===== src/rtl/uart_tx_arbiter.sv =====
// uart_tx_arbiter: frame-granular round-robin arbiter sharing the UART TX FIFO write port among
// N_REQ byte-stream requesters, with a mid-frame stall watchdog.
// Optional feature macro: UART_TX_CRLF_EN appends 8'h0D, 8'h0A after every completed frame.
module uart_tx_arbiter #(
    parameter int N_REQ       = 4,
    parameter int TIMEOUT_CYC = 1024
) (
    input  logic               clk,
    input  logic               rst_n,
    input  logic [N_REQ-1:0]   req_valid,
    input  logic [8*N_REQ-1:0] req_data,
    input  logic [N_REQ-1:0]   req_last,
    output logic [N_REQ-1:0]   req_ready,
    input  logic               UART_Full,
    output logic [7:0]         UART_Din,
    output logic               UART_WR_EN,
    output logic [N_REQ-1:0]   grant,
    output logic               busy,
    output logic               frame_done,
    output logic               frame_abort
);
    localparam int IW = (N_REQ > 1) ? $clog2(N_REQ) : 1;
    localparam int SW = (TIMEOUT_CYC > 1) ? $clog2(TIMEOUT_CYC) : 1;
    localparam logic [SW-1:0] STALL_MAX = SW'((TIMEOUT_CYC > 0) ? TIMEOUT_CYC - 1 : 0);
    localparam logic [IW-1:0] LAST_IDX = IW'(N_REQ - 1);

    typedef enum logic [1:0] {S_IDLE, S_STREAM, S_CR, S_LF} state_t;

    state_t           r_state, w_state_nxt;
    logic [N_REQ-1:0] r_grant, w_grant_nxt;
    logic [IW-1:0]    r_owner, w_owner_nxt;
    logic [IW-1:0]    r_rr_ptr, w_rr_nxt;
    logic [IW-1:0]    w_win, w_owner_inc;
    logic [IW:0]      w_idx;
    logic             w_found;
    logic [SW-1:0]    r_stall_cnt, w_stall_nxt;
    logic             r_done, w_done_nxt;
    logic             r_abort, w_abort_nxt;
    logic             w_xfer, w_stall;

    assign grant       = r_grant;
    assign busy        = (r_state != S_IDLE);
    assign frame_done  = r_done;
    assign frame_abort = r_abort;
    assign w_owner_inc = (r_owner == LAST_IDX) ? '0 : r_owner + IW'(1);

    // Round-robin search: first valid requester starting at r_rr_ptr, wrapping mod N_REQ
    always_comb begin
        w_win   = '0;
        w_found = 1'b0;
        w_idx   = '0;
        for (int k = 0; k < N_REQ; k++) begin
            w_idx = {1'b0, r_rr_ptr} + (IW+1)'(k);
            if (w_idx >= (IW+1)'(N_REQ)) w_idx = w_idx - (IW+1)'(N_REQ);
            if (!w_found && req_valid[w_idx[IW-1:0]]) begin
                w_win   = w_idx[IW-1:0];
                w_found = 1'b1;
            end
        end
    end

    // Next-state and FIFO-side outputs; a write only ever happens while the FIFO is not full
    always_comb begin
        w_state_nxt = r_state;
        w_grant_nxt = r_grant;
        w_owner_nxt = r_owner;
        w_rr_nxt    = r_rr_ptr;
        w_stall_nxt = r_stall_cnt;
        w_done_nxt  = 1'b0;
        w_abort_nxt = 1'b0;
        w_xfer      = 1'b0;
        w_stall     = 1'b0;
        req_ready   = '0;
        UART_WR_EN  = 1'b0;
        UART_Din    = 8'h00;
        case (r_state)
            S_IDLE: begin
                w_stall_nxt = '0;
                if (w_found) begin
                    w_grant_nxt = N_REQ'(1) << w_win;
                    w_owner_nxt = w_win;
                    w_state_nxt = S_STREAM;
                end
            end
            S_STREAM: begin
                UART_Din           = req_data[{r_owner, 3'b000} +: 8];
                req_ready[r_owner] = !UART_Full;
                w_xfer             = req_valid[r_owner] && !UART_Full;
                w_stall            = !req_valid[r_owner] && !UART_Full;
                UART_WR_EN         = w_xfer;
                if (w_xfer) begin
                    w_stall_nxt = '0;
                    if (req_last[r_owner]) begin
`ifdef UART_TX_CRLF_EN
                        w_state_nxt = S_CR;
`else
                        w_grant_nxt = '0;
                        w_rr_nxt    = w_owner_inc;
                        w_state_nxt = S_IDLE;
                        w_done_nxt  = 1'b1;
`endif
                    end
                end else if (w_stall && TIMEOUT_CYC != 0) begin
                    if (r_stall_cnt == STALL_MAX) begin
                        w_grant_nxt = '0;
                        w_rr_nxt    = w_owner_inc;
                        w_stall_nxt = '0;
                        w_state_nxt = S_IDLE;
                        w_abort_nxt = 1'b1;
                    end else begin
                        w_stall_nxt = r_stall_cnt + SW'(1);
                    end
                end
            end
`ifdef UART_TX_CRLF_EN
            S_CR: begin
                UART_Din   = 8'h0D;
                UART_WR_EN = !UART_Full;
                if (!UART_Full) w_state_nxt = S_LF;
            end
            S_LF: begin
                UART_Din   = 8'h0A;
                UART_WR_EN = !UART_Full;
                if (!UART_Full) begin
                    w_grant_nxt = '0;
                    w_rr_nxt    = w_owner_inc;
                    w_state_nxt = S_IDLE;
                    w_done_nxt  = 1'b1;
                end
            end
`endif
            default: w_state_nxt = S_IDLE;
        endcase
    end

    // State, ownership, round-robin pointer, watchdog and pulse registers
    always_ff @(posedge clk or negedge rst_n) begin
        if (!rst_n) begin
            r_state     <= S_IDLE;
            r_grant     <= '0;
            r_owner     <= '0;
            r_rr_ptr    <= '0;
            r_stall_cnt <= '0;
            r_done      <= 1'b0;
            r_abort     <= 1'b0;
        end else begin
            r_state     <= w_state_nxt;
            r_grant     <= w_grant_nxt;
            r_owner     <= w_owner_nxt;
            r_rr_ptr    <= w_rr_nxt;
            r_stall_cnt <= w_stall_nxt;
            r_done      <= w_done_nxt;
            r_abort     <= w_abort_nxt;
        end
    end
endmodule

===== config.mk =====
export PLATFORM = sky130hd
export DESIGN_NAME = uart_tx_arbiter
export DESIGN_NICKNAME = d
export VERILOG_FILES = /design/src/rtl/uart_tx_arbiter.sv
export SDC_FILE = /design/constraint.sdc
export NUM_CORES = 1
export LEC_CHECK = 0
export ABC_CLOCK_PERIOD_IN_PS = 3710
export CELL_PAD_IN_SITES_DETAIL_PLACEMENT = 2
export CELL_PAD_IN_SITES_GLOBAL_PLACEMENT = 2
export CORE_MARGIN = 4
export CORE_UTILIZATION = 27
export DETAILED_ROUTE_END_ITERATION = 16
export GPL_TIMING_DRIVEN = 1
export PLACE_DENSITY_LB_ADDON = 0.12
export SLEW_MARGIN = 0
export SYNTH_ARGS = -nofsm -noshare
export SYNTH_HDL_FRONTEND = slang
export SYNTH_SLANG_ARGS = --single-unit
export TNS_END_PERCENT = 30

===== constraint.sdc =====
create_clock -name clk -period 3.71 [get_ports clk]
set_input_delay 0.371 -clock clk [delete_from_list [all_inputs] [get_ports clk]]
set_output_delay 0.371 -clock clk [all_outputs]
set_load 0.01 [all_outputs]

==> results of run 1 <==
area by class of cell:
cell class                      count  area (um^2)  area share (%)
Clock inverter                      1        5.005          0.2250
Clock buffer                        3        41.29           1.856
Timing Repair Buffer               64        635.6           28.57
Sequential cell                    21        525.5           23.62
Multi-Input combinational cell    116        914.6           41.11
Tap cell                           70        87.58           3.937
Inverter                            4        15.01          0.6749
cells by family (layout without fill, tap and decap cells):
group | after synthesis | in the layout | synth area share, %
flip-flops | 21 | 21 | 35.29
XOR/XNOR | 1 | 1 | 0.5883
buffers and inverters | 11 | 72 | 3.277
adder cells (fa/ha/maj) | 5 | 5 | 4.202
AO/OA/AOI/OAI | 37 | 37 | 17.23
AND/OR/NAND/NOR | 60 | 60 | 21.34
multiplexers | 13 | 13 | 18.07
path summary, 6_finish.rpt:
check	end	startpoint	cells past startpoint
setup / recovery	UART_WR_EN	req_valid[3]	4
hold / removal	grant[0]	grant[0]	2
setup reg to reg	r_rr_ptr[1]	r_owner[1]	4
hold reg to reg	grant[0]	grant[0]	2
max in group asynchronous	r_stall_cnt[1]	rst_n	1
min in group asynchronous	r_state[0]	rst_n	1
stage by stage:
| step | total power (uW) | utilization [%] | area (um^2) | instances | hold slack (ps) |
|---|---|---|---|---|---|
| 2_1_floorplan | 770.8 | - | 1489 | 148 | 75.41 |
| 3_3_place_gp | 1087 | 41.59 | 2178 | 275 | 536.1 |
| 3_5_place_dp | 1117 | 41.59 | 2178 | 275 | 554.0 |
| 4_1_cts | 1281 | 42.47 | 2225 | 279 | 570.1 |
| 5_1_grt | 1369 | 42.47 | 2225 | 279 | 605.8 |
| 6_report | 1261 | 42.47 | 2225 | 279 | 565.5 |
synthesized netlist by cell type (all sizes together):
library cell	instances	area share [%]
and3	1	0.42
o22a	1	0.59
o211ai	3	1.5
a221oi	1	0.59
mux2i	1	0.67
o21ai	10	3.4
nand4b	1	0.59
a221o	1	0.67
and2	13	5.5
nor4	1	0.42
ha	5	4.2
or4	1	0.76
buf	3	1.3
and4	1	0.59
a32o	1	0.67
mux2	2	2.0
inv	4	1.0
nand2	17	4.3
nand2b	4	1.7
nand4	1	0.42
a21oi	6	2.8
a41oi	1	0.59
a2bb2oi	1	0.59
nor3	3	1.0
o32ai	4	2.4
nand3	6	2.0
o41ai	1	0.59
xor2	1	0.59
nand3b	1	0.50
nor2b	2	0.84
or3	2	0.84
mux4	10	15
a31oi	5	2.1
o22ai	2	0.84
dfrtp	21	35
clkbuf	4	1.0
nor2	6	1.5
critical path: stages:
cell	delay, ps
clkdlybuf4s50_1	530
mux4_2	630
nor2b_1	180
clkdlybuf4s50_1	480
registers in the layout (all words and copies together) (netlist names):
name,cells
frame_abort,1
frame_done,1
grant,4
r_owner,2
r_rr_ptr,2
r_stall_cnt,10
r_state,1
per-layer routing:
metal	part of all wire, %	routed length, um	track usage [%]	vias up
li1	-	-	-	686
met1	42	2162	19.41	735
met2	48	2483	28.13	58
met3	9.4	490	6.616	6
met4	1.2	65	4.983	0
met5	0	0	0	-
where the power goes:
group	total, uW	internal (uW)	switching [uW]
clock network	157	75.0	82.3
registers	364	281	83.0
logic	740	406	334
==> results by group, run 1 <==
Placement
  – Port Buffer Count: 62
  – RePlAce Congestion: 0.8480
  – Post-DP HPWL: 4265 um
  – Pre-CTS WS: 982.3 ps

Floorplanning
  – Die Ht: 82.26 um
  – Die Wd: 82.26 um
  – Die ar.: 6767 um^2
  – Rows: 26
  – Initial Util: 28.43%
  – I/O pin cnt: 63
  – Core Area: 5238 um^2

Global route
  – Vias in the first global route: 1755
  – GR Overflow Total: 0
  – Global Route Usage Sum: 16.69%
  – Global-route wire length before repair: 8576 um
  – Largest net degree at the start of global routing: 22
  – Initial antenna violation count: 0

Setup path
  – Startpoint Class: input pin
  – Worst endpoint data arrival time: 2200 ps
  – Req. time, crit path: 3340 ps
  – R2R Setup Slk: 1330 ps
  – Critical path peak fanout: 10
  – Endpoint class of the critical path: primary output
  – Critical path class: input pin to primary output

Cells and area
  – Antenna fix cells: 0
  – Layout cell share with drive strength beyond 1: 9.091%
  – Leading cell type in the layout, fill and taps excluded: clkdlybuf4s50_1
  – Fillers: 566
  – Final net count: 258
  – Most frequent cells in the layout: clkdlybuf4s50_1, dfrtp_1, nand2_1, and2_1, o21ai_0
  – Area growth from synthesis to layout: 49.41%

Timing
  – Worst-margin pin slew: 976.1 ps
  – Relative slew slack: 34.72%
  – Final Max Tran Viols: 0
  – Final worst path period need: 2574 ps
  – Final Hold Violating Endpoints: 0
  – Tcrit/Tclk final: 69.38%
  – PnR worst setup slack: 1136 ps
  – Final setup viols: 0
  – Setup tns final: 0 ps
  – Fmax: 388.5 MHz
  – Final Skew: 3.406 ps
  – RSZ-0062 raised after global routing: no

Detailed routing
  – Drt pass-1 iters: 4
  – Vias: 1485
  – Vias per inst: 5.323
  – Final wirelength: 5203 um
  – WL per Instance: 18.65 um
  – Post-route DRC: 0
  – Post-route ant nets: 0
  – Initial drt markers: 47

Clocking
  – Clock Tree Root: clkbuf_8
  – Maximum clock path buffer count: 2
  – Post-CTS resize count: 0
  – Clock Latency Late Sink: 260 ps
  – Setup Buffers After CTS: 0
  – TritonCTS clock tree: yes
  – TritonCTS buffer count: 3
  – Clock transition at path regs: 80 ps
  – CTS Hold Bufs: 0
  – H-tree depth: 1
  – Clk sink count: 21

Pwr
  – Pwr Density: 567.0 nW/um^2
  – Peak supply drop: 0.1609 mV
  – Leak Pwr: 0.0008382 uW

Synthesis
  – Synth Warn #: 0
  – Average cell area after synthesis: 10.06 um^2
  – Seq/Total Area, Yosys: 35.29%
  – Mapped cell area: 1489 um^2
  – Post-synthesis register bit count: 21
  – Post-synth net total: 196
  – Synth Instances: 148
  – Unique masters post-synth: 40

Run
  – Max Cap Viol: 0

Worst hold path
  – Worst hold path class: register to register

Status
  – Status: finished, final reports clean
Power figures use the tool's default switching activity.
==> run 2, diff against run 1 <==
--- a/config.mk
+++ b/config.mk
@@ -5,11 +5,11 @@
 export SDC_FILE = /design/constraint.sdc
 export NUM_CORES = 1
 export LEC_CHECK = 0
-export ABC_CLOCK_PERIOD_IN_PS = 3710
+export ABC_CLOCK_PERIOD_IN_PS = 2410
 export CELL_PAD_IN_SITES_DETAIL_PLACEMENT = 2
 export CELL_PAD_IN_SITES_GLOBAL_PLACEMENT = 2
 export CORE_MARGIN = 4
-export CORE_UTILIZATION = 27
+export CORE_UTILIZATION = 25
 export DETAILED_ROUTE_END_ITERATION = 16
 export GPL_TIMING_DRIVEN = 1
 export PLACE_DENSITY_LB_ADDON = 0.12
==> constraint.sdc (replaced) <==
create_clock -name clk -period 2.41 [get_ports clk]
set_input_delay 0.241 -clock clk [delete_from_list [all_inputs] [get_ports clk]]
set_output_delay 0.241 -clock clk [all_outputs]
set_load 0.01 [all_outputs]
==> run 2 against run 1 <==
- sequential power increased by 41%
- final cell count grew 5.0%
- sequential share of layout area fell by 1.0 points
- power rose by 60%
- wire length rose by 10%
- register-to-register slack got worse by 1000 ps
- clock skew increased by 7.5 ps
- combinational power is 70% higher
- critical path depth is the same
- flip-flop and latch count stayed put
- largest power group unchanged
==> results by group, run 2 (synthesis results as in run 1) <==
Pwr
  – Pwr Density: 865.2 nW/um^2 (+53%)
  – Register share of total power: 25.5% (-3.4 points)
  – Leak Pwr: 0.0008991 uW (+7.3%)
  – Switching power total: 768.8 uW (+54%)
  – Sw Share: 38.12% (-1.5 points)
  – Peak supply drop: 0.3732 mV (+130%)
  – Internal power: 1248 uW (+64%)
  – Share of total power in combinational logic: 62.4% (+3.8 points)
  – Part of the power in the clock network: 12.1% (-0.4 points)
  – Total power: 2017 uW (+60%)

Cells and area
  – Final net count: 270 (+4.7%)
  – Area of the multi-input gates: 914.6 um^2 (unchanged)
  – Most frequent cells in the layout: clkdlybuf4s50_1, dfrtp_1, nand2_1, and2_1, buf_4
  – Antenna fix cells: 0 (unchanged)
  – Layout cell share with drive strength beyond 1: 14.48% (+5.4 points)
  – Area growth from synthesis to layout: 56.55%
  – Fillers: 602 (+6.4%)
  – Final std cells w/o fill: 293 (+5.0%)
  – Reg area: 526.8 um^2 (+0.24%)
  – Util after Layout: 41.32% (-1.2 points)
  – Max reg flops: 10 (unchanged)
  – Leading cell type in the layout, fill and taps excluded: clkdlybuf4s50_1
  – Most flops, register: r_stall_cnt

Placement
  – RePlAce Congestion: 0.8185 (-3.5%)
  – # placed instances: 289 (+5.1%)
  – Post-DP HPWL: 4759 um (+12%)
  – Pre-CTS WS: 126.7 ps (-855.6 ps)
  – Port Buffer Count: 62 (unchanged)

Timing
  – Final worst path period need: 2340 ps
  – Relative slew slack: 66.22% (+31 points)
  – PnR worst setup slack: 69.88 ps (-1066 ps)
  – Setup tns final: 0 ps (unchanged)
  – Fmax: 427.3 MHz
  – Final Max Tran Viols: 0 (unchanged)
  – Final Skew: 10.93 ps (+7.523 ps)
  – Final setup viols: 0 (unchanged)
  – Final Hold Violating Endpoints: 0 (unchanged)
  – Worst-margin pin slew: 500.2 ps (-476.0 ps)
  – Tcrit/Tclk final: 97.10%

Floorplanning
  – Die Ht: 85.18 um (+3.5%)
  – Core Area: 5642 um^2 (+7.7%)
  – Die ar.: 7255 um^2 (+7.2%)
  – Rows: 27 (+3.8%)
  – Initial Util: 26.39% (-2.0 points)
  – I/O pin cnt: 63 (unchanged)
  – Die Wd: 85.18 um (+3.5%)

Detailed routing
  – Final wirelength: 5736 um (+10%)
  – Vias per inst: 5.157 (-3.1%)
  – Drt pass-1 iters: 4 (unchanged)
  – Post-route DRC: 0 (unchanged)
  – WL per Instance: 19.58 um (+5.0%)
  – Post-route ant nets: 0 (unchanged)
  – Vias: 1511 (+1.8%)
  – Initial drt markers: 40 (-15%)

Clocking
  – TritonCTS clock tree: yes
  – H-tree depth: 1 (unchanged)
  – TritonCTS buffer count: 3 (unchanged)
  – Clk sink count: 21 (unchanged)
  – Clock Latency Late Sink: 270 ps (about the same)
  – Maximum clock path buffer count: 2 (unchanged)
  – Clock Tree Root: clkbuf_8
  – Clock transition at path regs: 90 ps (about the same)

Global route
  – Global-route wire length before repair: 9308 um (+8.5%)
  – Largest net degree at the start of global routing: 22 (unchanged)
  – Vias in the first global route: 1705 (-2.8%)
  – Global Route Usage Sum: 16.38% (-0.30 points)
  – GR Overflow Total: 0 (unchanged)
  – Initial antenna violation count: 0 (unchanged)

Setup path
  – Critical path class: register to primary output
  – Crit-path cells: buf_12 > mux4_1 > and2_1 > clkdlybuf4s50_1
  – Critical path peak fanout: 13 (+3)
  – Startpoint Class: register
  – Crit path largest cell delay: 560 ps (-70 ps)
  – Req. time, crit path: 2170 ps (-1170 ps)
  – Worst endpoint data arrival time: 2100 ps (-100 ps)
  – Crit path max-delay cell type: mux4_1
  – Buf+Inv Stages, Crit Path: 2 (unchanged)
  – Critical path's top delay family: buffers and inverters
  – Endpoint class of the critical path: primary output

Status
  – Status: finished, final reports clean

Run
  – Max Cap Viol: 0 (unchanged)

Worst hold path
  – Worst hold path class: input pin to asynchronous set/reset pin
[run 2: cell types whose count changed in the layout (fill, tap and decap cells not counted), sizes merged]
cell / delta
buf: +12
[run 2: final timing paths]
| kind | start | endpoint | slack [ps] | depth (start not counted) |
|---|---|---|---|---|
| max reg2reg | r_stall_cnt[0] | r_rr_ptr[1] | 290 | 5 |
| min in group clk | grant[3] | grant[3] | 560 | 2 |
| min reg2reg | grant[3] | grant[3] | 560 | 2 |
| min | rst_n | r_state[0] | 320 | 2 |
| max in group asynchronous | rst_n | r_owner[0] | 1840 | 2 |
| max | r_owner[0] | UART_Din[7] | 70 | 4 |
[run 2: stage by stage]
| step | hold slack (ps) | instance area (um^2) |
|---|---|---|
| after global routing | 334.0 | 2331 |
| after detailed placement | 536.4 | 2271 |
| final | 320.5 | 2331 |
| after global placement | 524.2 | 2271 |
| after CTS | 327.9 | 2325 |
| after floorplan | -54.59 | 1489 |
[run 2: timing repair]
item                       CTS  global route
setup buffers                0             0
hold endpoints to repair     0             0
hold buffers                 0             0
setup endpoints to repair    1             1
gates resized for setup      2             2
[run 2: cell type report]
class                           count  area share [%]
Tap cell                           72           3.865
Clock inverter                      1          0.2147
Multi-Input combinational cell    116           39.24
Timing Repair Buffer               76           31.67
Clock buffer                        3           1.771
Inverter                            4          0.6441
Sequential cell                    21           22.60
[run 2: worst register-to-register path, stage by stage (launching register included)]
cell,delay (ps)
dfrtp_1,420
ha_1,280
nand4_1,200
or4_4,600
a21oi_4,210
mux2_4,310
[run 2: metal layers]
layer	vias up	track usage (%)	part of all wire, %
met3	9	2.816	2.1
li1	708	-	-
met5	-	0	0
met4	0	3.165	1.3
met1	776	17.76	37
met2	18	32.77	59
[run 2: power by group through the flow]
| stage | sequential [uW] | clock [uW] | combinational (uW) |
|---|---|---|---|
| CTS | 512 | 252 | 1280 |
| finish | 515 | 243 | 1260 |
| detailed placement | 513 | 0 | 1270 |
| floorplan | 528 | 0 | 658 |
| global placement | 509 | 0 | 1210 |
| global route | 532 | 271 | 1380 |
==> run 3, diff against run 2 <==
--- a/config.mk
+++ b/config.mk
@@ -5,11 +5,12 @@
 export SDC_FILE = /design/constraint.sdc
 export NUM_CORES = 1
 export LEC_CHECK = 0
+export ABC_AREA = 1
 export ABC_CLOCK_PERIOD_IN_PS = 2410
 export CELL_PAD_IN_SITES_DETAIL_PLACEMENT = 2
 export CELL_PAD_IN_SITES_GLOBAL_PLACEMENT = 2
 export CORE_MARGIN = 4
-export CORE_UTILIZATION = 25
+export CORE_UTILIZATION = 23
 export DETAILED_ROUTE_END_ITERATION = 16
 export GPL_TIMING_DRIVEN = 1
 export PLACE_DENSITY_LB_ADDON = 0.12
@@ -17,4 +18,3 @@
 export SYNTH_ARGS = -nofsm -noshare
 export SYNTH_HDL_FRONTEND = slang
 export SYNTH_SLANG_ARGS = --single-unit
-export TNS_END_PERCENT = 30
==> run 3 against run 2 <==
- maximum frequency up 5.4%
- wire length is 16% higher
- hold slack improved by 0.74 ps
- sequential power grew 6.6%
- area after synthesis is 18% higher
- via count increased by 32%
- largest power group unchanged
==> results by group, run 3 <==
Clocking
  – Clock transition at path regs: 80 ps (about the same)
  – Clk sink count: 21 (unchanged)
  – Clock Tree Root: clkbuf_8
  – TritonCTS buffer count: 3 (unchanged)
  – Maximum clock path buffer count: 2 (unchanged)
  – TritonCTS clock tree: yes
  – Clock Latency Late Sink: 270 ps (about the same)
  – CTS Hold Bufs: 0 (unchanged)
  – H-tree depth: 1 (unchanged)

Detailed routing
  – Final wirelength: 6662 um (+16%)
  – Drt pass-1 iters: 4 (unchanged)
  – WL per Instance: 15.39 um (-21%)
  – Vias per inst: 4.600 (-11%)
  – Post-route ant nets: 0 (unchanged)
  – Initial drt markers: 41 (+2.5%)
  – Post-route DRC: 0 (unchanged)
  – Vias: 1992 (+32%)

Cells and area
  – Max reg flops: 10 (unchanged)
  – Final std cells w/o fill: 433 (+48%)
  – Util after Layout: 35.21% (-6.1 points)
  – Most frequent cells in the layout: clkdlybuf4s50_1, nand2_1, nor2_1, o21ai_0, dfrtp_1
  – Final net count: 383 (+42%)
  – Fin area: 2581 um^2 (+11%)
  – Layout cell share with drive strength beyond 1: 12.28% (-2.2 points)
  – Fillers: 869 (+44%)
  – Leading cell type in the layout, fill and taps excluded: clkdlybuf4s50_1
  – Area growth from synthesis to layout: 47.36%
  – Antenna fix cells: 0 (unchanged)
  – Most flops, register: r_stall_cnt

Synthesis
  – Unique masters post-synth: 29 (-28%)
  – Synth top area share: 30.00% (-5.3 points)
  – Async SR Flop Fraction: 100.0% (unchanged)
  – Synth cell count leaders: nand2_1, nor2_1, o21ai_0
  – Top cells by area, synth: dfrtp_1, nand2_1, nor2_1, o21ai_0, nand3_1
  – Seq/Total Area, Yosys: 30.00% (-5.3 points)
  – Count leader, synth: nand2_1
  – Top_reg_cell synth: dfrtp_1
  – Average cell area after synthesis: 6.561 um^2 (-35%)
  – Mapped cell area: 1752 um^2 (+18%)
  – Synth Warn #: 0 (unchanged)
  – Largest area contributor in the netlist: dfrtp_1
  – Post-synth net total: 315 (+61%)
  – Post-synthesis register bit count: 21 (unchanged)
  – Post-synth EDFFs: 0 (unchanged)
  – Synth Instances: 267 (+80%)

Floorplanning
  – Core Area: 7331 um^2 (+30%)
  – Initial Util: 23.89% (-2.5 points)
  – Rows: 31 (+15%)
  – Die Wd: 95.27 um (+12%)
  – Die Ht: 95.27 um (+12%)
  – I/O pin cnt: 63 (unchanged)
  – Die ar.: 9076 um^2 (+25%)

Global route
  – Met3 Use GR: 2.684% (-0.13 points)
  – Largest net degree at the start of global routing: 22 (unchanged)
  – Vias in the first global route: 2110 (+24%)
  – Routing usage on met1: 18.57% (+0.81 points)
  – GR Overflow Total: 0 (unchanged)
  – Global-route wire length before repair: 10850 um (+17%)
  – Grt peak-use layer: met2
  – Global Route Usage Sum: 15.28% (-1.1 points)
  – GR Layer Usage met2: 28.10% (-4.7 points)
  – Initial antenna violation count: 0 (unchanged)

Setup path
  – Req. time, crit path: 2170 ps (about the same)
  – Critical path peak fanout: 7 (-6)
  – Worst endpoint data arrival time: 1980 ps (-120 ps)
  – Critical path class: register to primary output
  – Startpoint Class: register
  – Endpoint class of the critical path: primary output

Timing
  – Worst-margin pin slew: 663.0 ps (+162.9 ps)
  – Final setup viols: 0 (unchanged)
  – Final Max Tran Viols: 0 (unchanged)
  – Final worst path period need: 2220 ps (-120.3 ps)
  – Relative slew slack: 55.39% (-11 points)
  – Hold_ws: 321.3 ps (+0.7380 ps)
  – Final Hold Violating Endpoints: 0 (unchanged)
  – Fmax: 450.5 MHz (+5.4%)
  – Final Skew: 3.994 ps (-6.935 ps)
  – Tcrit/Tclk final: 92.11% (-5.0 points)

Placement
  – Placed Area: 2509 um^2 (+10%)
  – RePlAce Congestion: 0.7412 (-9.4%)
  – # placed instances: 427 (+48%)
  – Post-DP HPWL: 5456 um (+15%)
  – Port Buffer Count: 62 (unchanged)

Run
  – Max Cap Viol: 0 (unchanged)

Worst hold path
  – Worst hold path class: input pin to asynchronous set/reset pin

Pwr
  – Total power: 2638 uW (+31%)
  – Leak Pwr: 0.001166 uW (+30%)
  – Peak supply drop: 0.3880 mV (+4.0%)
  – Pwr Density: 1022 nW/um^2 (+18%)

Status
  – Status: finished, final reports clean
run 3: cell types whose count changed in the layout (fill, tap and decap cells not counted), moves of 5 or more:
cell     previous run  this run
nand3_1             6        19
nand2_2             0         8
inv_1               4        19
nor2_1              6        48
o21ai_0            10        27
inv_2               0         6
a21oi_1             5        10
mux4_2              9         0
nand2_1            17        58
o21ai_1             0         5
and2_1             13         0
run 3: worst max-delay path, stage by stage (launching register included):
cell             delay [ps]
dfrtp_2                 460
clkinvlp_4              150
buf_4                   180
nor2_1                  100
o21ai_0                 100
a21oi_1                 150
clkdlybuf4s50_1         570
run 3: per-layer routing:
metal | share of wire [%] | wire length, um
met4 | 0.87 | 58
met2 | 52 | 3467
met5 | 0 | 0
met1 | 43 | 2845
met3 | 4.4 | 291
run 3: what timing repair did:
item | in CTS | in global routing
resized for setup | 0 | 4
setup endpoints to repair | 0 | 5
buffers inserted | 0 | 2
hold endpoints to repair | 0 | 0
run 3: cell families (layout without fill, tap and decap cells):
group / Yosys count / in the layout / share of synthesized area (%)
simple gates: 153 / 153 / 41.79
xor+xnor: 4 / 4 / 2.000
flops: 21 / 21 / 30.00
fa+ha+maj: 5 / 5 / 3.571
buf+inv: 36 / 103 / 8.499
compound gates: 48 / 48 / 14.14
run 3: worst paths after layout:
check	start	endpoint	slack [ps]	cells past startpoint
min in group clk	grant[2]	grant[2]	530	2
worst max register to register	r_stall_cnt[0]	r_stall_cnt[7]	530	10
worst min register to register	grant[2]	grant[2]	530	2
worst max-delay path	r_owner[1]	UART_Din[7]	190	6
worst min-delay path	rst_n	r_stall_cnt[6]	320	2
max in group asynchronous	rst_n	r_owner[1]	1850	2
run 3: power breakdown:
part           switching [uW]  total [uW]  internal, uW  leakage (uW)
Combinational            1080        1850           772      0.000863
Clock                     126         242           116     0.0000255
Sequential                112         549           436      0.000278
Total                    1310        2640          1320       0.00117
run 3: cell type report:
cell class / instances / area [um^2] / area share (%)
timing repair buffer: 72 / 701.9 / 27.19
clock buffer: 3 / 41.29 / 1.600
inverter: 27 / 105.1 / 4.072
tap: 99 / 123.9 / 4.799
clock inverter: 1 / 5.005 / 0.1939
sequential: 21 / 526.8 / 20.41
multi-input combinational: 210 / 1077 / 41.74
run 3: per-stage QoR:
step / setup TNS (ps) / setup WS (ps)
floorplan: 0 / 846.7
global placement: 0 / 273.8
detailed placement: 0 / 193.1
CTS: 0 / 56.73
global route: -8.611 / -8.611
finish: 0 / 190.1
